## config.mk

```make
export PLATFORM = sky130hd
export DESIGN_NAME = cfg_chain_reader
export DESIGN_NICKNAME = d
export VERILOG_FILES = /design/src/rtl/cfg_chain_reader_pkg.sv /design/src/rtl/cfg_chain_packer.sv /design/src/rtl/cfg_chain_reader.sv
export SDC_FILE = /design/constraint.sdc
export NUM_CORES = 1
export LEC_CHECK = 0
export CAP_MARGIN = 0
export CORE_AREA = 8 8 74 76
export DETAILED_ROUTE_END_ITERATION = 16
export DIE_AREA = 0 0 82 84
export PLACE_DENSITY = 0.51
export REMOVE_ABC_BUFFERS = 1
export SYNTH_ARGS = -nofsm -noshare
export SYNTH_HDL_FRONTEND = slang
export SYNTH_SLANG_ARGS = --single-unit
```

## constraint.sdc

```tcl
create_clock -name CK -period 2 [get_ports CK]
set_clock_uncertainty 0.2 [all_clocks]
set_input_delay 0.6 -clock CK [delete_from_list [all_inputs] [get_ports CK]]
set_output_delay 0.6 -clock CK [all_outputs]
set_load 0.01 [all_outputs]
```

## src/rtl/cfg_chain_reader_pkg.sv

```systemverilog
// Shared types and sizing helpers for the configuration-chain readback engine.
package cfg_chain_reader_pkg;

  typedef enum logic [1:0] {
    IDLE  = 2'd0,
    SHIFT = 2'd1,
    PUSH  = 2'd2,
    DONE  = 2'd3
  } state_e;

  // Number of output words needed to cover the whole chain.
  function automatic int unsigned num_words(input int unsigned chain_len,
                                            input int unsigned word_w);
    return (chain_len + word_w - 1) / word_w;
  endfunction

  // Bit count carried by the final (possibly partial) word.
  function automatic int unsigned rem_bits(input int unsigned chain_len,
                                           input int unsigned word_w);
    return chain_len - (num_words(chain_len, word_w) - 1) * word_w;
  endfunction

  // Counter width able to hold 0..max_val.
  function automatic int unsigned cnt_width(input int unsigned max_val);
    return (max_val < 1) ? 1 : $clog2(max_val + 1);
  endfunction

endpackage

```

## src/rtl/cfg_chain_packer.sv

```systemverilog
// Serial-to-parallel word assembler: one bit per enabled cycle at a given index,
// with a combinational view that merges the in-flight bit and zeroes unused MSBs.
module cfg_chain_packer #(
  parameter int unsigned WORD_W = 8,
  parameter int unsigned IDX_W  = 4
) (
  input  logic              CK,
  input  logic              RST,
  input  logic              clr,
  input  logic              bit_en,
  input  logic [IDX_W-1:0]  bit_idx,
  input  logic [IDX_W-1:0]  nbits,
  input  logic              bit_in,
  output logic [WORD_W-1:0] word_c
);

  logic [WORD_W-1:0] bits_q;

  // Clear wins over capture so the word that just completed starts the next one empty.
  always_ff @(posedge CK) begin
    if (RST || clr) begin
      bits_q <= '0;
    end else if (bit_en) begin
      for (int unsigned i = 0; i < WORD_W; i++) begin
        if (IDX_W'(i) == bit_idx) bits_q[i] <= bit_in;
      end
    end
  end

  always_comb begin
    word_c = '0;
    for (int unsigned i = 0; i < WORD_W; i++) begin
      if (IDX_W'(i) < nbits) begin
        word_c[i] = (bit_en && (IDX_W'(i) == bit_idx)) ? bit_in : bits_q[i];
      end
    end
  end

endmodule

```

## src/rtl/cfg_chain_reader.sv

```systemverilog
// Reads a serial configuration chain out through its tail flop, packs the bits
// LSB-first into words and streams them on a valid/ready port.
module cfg_chain_reader
  import cfg_chain_reader_pkg::*;
#(
  parameter int unsigned CHAIN_LEN = 64,
  parameter int unsigned WORD_W    = 8,
  parameter int unsigned RESTORE   = 1
) (
  input  logic              CK,
  input  logic              RST,
  input  logic              start,
  input  logic              chain_q,
  output logic              chain_d,
  output logic              chain_shift_en,
  output logic [WORD_W-1:0] m_data,
  output logic              m_valid,
  input  logic              m_ready,
  output logic              m_last,
  output logic              busy,
  output logic              done
);

  localparam int unsigned NWORDS = num_words(CHAIN_LEN, WORD_W);
  localparam int unsigned REM    = rem_bits(CHAIN_LEN, WORD_W);
  localparam int unsigned BIT_W  = cnt_width(WORD_W);
  localparam int unsigned WIDX_W = cnt_width(NWORDS);

  state_e            state, state_nxt;
  logic [BIT_W-1:0]  bit_idx, bit_idx_nxt;
  logic [WIDX_W-1:0] word_idx, word_idx_nxt;
  logic [WORD_W-1:0] m_data_nxt;
  logic              m_valid_nxt, m_last_nxt, busy_nxt, done_nxt;

  logic              last_word_c;
  logic [BIT_W-1:0]  word_len_c;
  logic              pk_clr_c, pk_en_c;
  logic [WORD_W-1:0] pk_word_c;

  assign last_word_c    = (word_idx == WIDX_W'(NWORDS - 1));
  assign word_len_c     = last_word_c ? BIT_W'(REM) : BIT_W'(WORD_W);
  assign chain_shift_en = (state == SHIFT);
  // Loopback keeps the chain intact across a full rotation; otherwise zeros fill it.
  assign chain_d        = (RESTORE != 0) ? chain_q : 1'b0;

  cfg_chain_packer #(
    .WORD_W (WORD_W),
    .IDX_W  (BIT_W)
  ) u_packer (
    .CK      (CK),
    .RST     (RST),
    .clr     (pk_clr_c),
    .bit_en  (pk_en_c),
    .bit_idx (bit_idx),
    .nbits   (word_len_c),
    .bit_in  (chain_q),
    .word_c  (pk_word_c)
  );

  // Next-state and next-output logic.
  always_comb begin
    state_nxt    = state;
    bit_idx_nxt  = bit_idx;
    word_idx_nxt = word_idx;
    m_data_nxt   = m_data;
    m_valid_nxt  = m_valid;
    m_last_nxt   = m_last;
    busy_nxt     = busy;
    done_nxt     = 1'b0;
    pk_clr_c     = 1'b0;
    pk_en_c      = 1'b0;

    case (state)
      IDLE: begin
        if (start) begin
          state_nxt    = SHIFT;
          busy_nxt     = 1'b1;
          pk_clr_c     = 1'b1;
          bit_idx_nxt  = '0;
          word_idx_nxt = '0;
        end
      end
      SHIFT: begin
        pk_en_c = 1'b1;
        if (bit_idx == word_len_c - BIT_W'(1)) begin
          m_data_nxt  = pk_word_c;
          m_valid_nxt = 1'b1;
          m_last_nxt  = last_word_c;
          pk_clr_c    = 1'b1;
          bit_idx_nxt = '0;
          state_nxt   = PUSH;
        end else begin
          bit_idx_nxt = bit_idx + BIT_W'(1);
        end
      end
      PUSH: begin
        if (m_ready) begin
          m_valid_nxt = 1'b0;
          m_last_nxt  = 1'b0;
          if (m_last) begin
            state_nxt = DONE;
            busy_nxt  = 1'b0;
            done_nxt  = 1'b1;
          end else begin
            word_idx_nxt = word_idx + WIDX_W'(1);
            state_nxt    = SHIFT;
          end
        end
      end
      DONE: begin
        state_nxt = IDLE;
      end
      default: begin
        state_nxt = IDLE;
      end
    endcase
  end

  always_ff @(posedge CK) begin
    if (RST) begin
      state    <= IDLE;
      bit_idx  <= '0;
      word_idx <= '0;
      m_data   <= '0;
      m_valid  <= 1'b0;
      m_last   <= 1'b0;
      busy     <= 1'b0;
      done     <= 1'b0;
    end else begin
      state    <= state_nxt;
      bit_idx  <= bit_idx_nxt;
      word_idx <= word_idx_nxt;
      m_data   <= m_data_nxt;
      m_valid  <= m_valid_nxt;
      m_last   <= m_last_nxt;
      busy     <= busy_nxt;
      done     <= done_nxt;
    end
  end

endmodule

```

==> reports/metrics.csv <==
metric;value;unit
path_class;reg -> out;
syn_inst;152;
cts_root_buffer;clkbuf_8;
hold_buffers;0;
clock_sinks;29;
synth_area_per_cell;9.614;µm²
wl_per_cell;13.12;µm
crit_fanout;2;
grt_pass1_wl;5.368;mm
worstPathRequired;1.20;ns
cp_num_buf_inv;1;
cpMaxStageDelayCell;clkdlybuf4s50_1;
outcome;complete, no violations;
die_x;82;µm
detail_route.iter0.violations;74;
syn_to_final_growth;29.02;%
fin_crit_sh;97.23;%
grt.total_usage;9.818;%
hp-class;reg -> reg;
ir_drop;0.3568;mV
fin_crit;1.945;ns
arrival;1.14;ns
insertion_delay;0.28;ns
final_common_cell;dfxtp_1;
yosysSeqAreaShare;39.73;%
netlist_area;1461;µm²
first_global_vias;1186;
hold_slack;0.2579;ns
num-nets-final;193;
ys_ff_latch;29;
start_util;34.27;%
num_io_pins;19;
cap_violations;0;
fp-row-count;24;
yosysUniqueCellTypes;38;
worstSetupEndpointType;primary output;
vias;1176;
yosysWarnings;0;
cts_tree;done;
drc;0;
max_stage_delay;0.54;ns
fmax;514.3;MHz
fp.dieArea;6888;µm²
power_per_cell_area;925.1;nW/µm²
fill_cells;412;
synth_flop_cell;dfxtp_1;
numCtsBuffers;5;
worst_setup_path_start_kind;flip-flop;
antennaDiodeCount;0;
vias_per_cell;5.047;
drive_above_1_share;20.44;%
final_hold_viol_count;0;
die_height;84;µm
dp_hpwl;2.200;mm
synthArstFlopShare;0;%
slew_violations;0;
setup_ws;0.05542;ns
antenna_left;0;
report.power.total;0.001744;W
wirelength;3.057;mm
core-area;4264;µm²
antenna_found_initial;0;
clockBufferDepth;2;
numPortBuffers;18;
final.setup.tns;0;ns
path_cells;clkdlybuf4s50_1;
mostFrequentLayoutCells;28 x dfxtp_1, 23 x nor2_1, 11 x mux2i_1;
final-setup-viol-count;0;
leakagePower;0.7866;nW
cts.clk_slew.worst_paths;0.06;ns
grt-ovfl-total;0;
path_delay_family;buffers and inverters;
synth_edf_count;0;
final_core_util;44.22;%
slew-limit-headroom;69.12;%
grt_max_degree;15;
postCtsSetupBuffers;0;
tightest_slew;0.4584;ns
firstDrtPassIters;4;
h-tree-depth;2;
pre_cts_ws;-0.4156;ns
rsz0062_at_grt;yes;
routabilityCongestion;0.7111;
==> routing by layer <==
layer	global-route usage (%)	routed length, µm	part of all wire (%)	up-vias
met3	3.987	142	4.6	5
met1	12.12	1455	48	559
li1	-	-	-	594
met2	14.15	1423	47	18
met4	4.792	36	1.2	0
met5	0	0	0	-
==> flip-flops by register name, indices dropped and copies added (netlist names) <==
register,flops
m_data,8
u_packer.bits_q,7
bit_idx,4
word_idx,4
state,2
busy,1
done,1
m_last,1
m_valid,1
==> worst reg2reg max path, cell delays in order, from the launching register on <==
cell and delay, ns:
dfxtp_2 0.33, inv_1 0.09, ha_2 0.21, buf_8 0.14
nand2_2 0.09, or4b_1 0.50, a221oi_2 0.25
==> layout make-up <==
type / instances / area (µm²) / area share, %
clock buffer: 7 / 96.34 / 5.109
clock inverter: 1 / 5.005 / 0.2654
multi-input combinational: 107 / 824.5 / 43.73
tap: 52 / 65.06 / 3.451
timing repair buffer: 30 / 286.5 / 15.20
inverter: 7 / 26.28 / 1.393
sequential: 29 / 581.8 / 30.86
==> synthesized netlist by cell type, drive strengths merged (3+ instances only) <==
master  count  area (µm²)
dfxtp      29       580.6
nor2       24       97.59
mux2i      12       120.1
nand2       9       33.78
ha          8       100.1
inv         7       26.28
buf         6       38.79
a21oi       5       25.02
nand2b      5       33.78
nand3       4       20.02
a211o       3       26.28
a211oi      3       37.54
clkbuf      3       11.26
nand4       3       18.77
nand4b      3       26.28
nor3        3       15.01
o21ai       3       15.01
==> power breakdown <==
group / switching (W) / total [W] / internal (W) / leakage, nW
registers: 0.0000305 / 0.000649 / 0.000619 / 0.235
logic: 0.000337 / 0.000562 / 0.000224 / 0.497
clock network: 0.000223 / 0.000533 / 0.000311 / 0.0542
==> worst paths after layout <==
kind,slack [ns],from,cells after the start,end
max,0.06,m_data[2]$_SDFFE_PP0P_,1,m_data[2]
min,0.26,state[1]$_SDFFE_PP0P_,1,state[1]$_SDFFE_PP0P_
max reg2reg,0.12,state[1]$_SDFFE_PP0P_,6,u_packer.bits_q[3]$_SDFFE_PP0P_
min reg2reg,0.26,state[1]$_SDFFE_PP0P_,1,state[1]$_SDFFE_PP0P_
==> cell families (layout without fill, tap and decap cells) <==
group           after synthesis  after routing  synth area share (%)
simple gates                 58             58                 21.23
buf+inv                      16             45                 5.223
fa+ha+maj                     8              8                 6.850
xor+xnor                      2              2                 1.199
flops                        29             29                 39.73
mux                          12             12                 8.220
compound gates               27             27                 17.55
==> stage by stage <==
stage               cells  cell area [µm²]
global placement      225             1747
global route          233             1886
CTS                   233             1839
detailed placement    225             1747
finish                233             1886
floorplan             143             1411
==> what timing repair did <==
item	CTS	global route
resized for setup	9	17
setup endpoints to repair	4	17
pin swaps	0	1
Note: power is estimated with default switching activity, not from simulation.
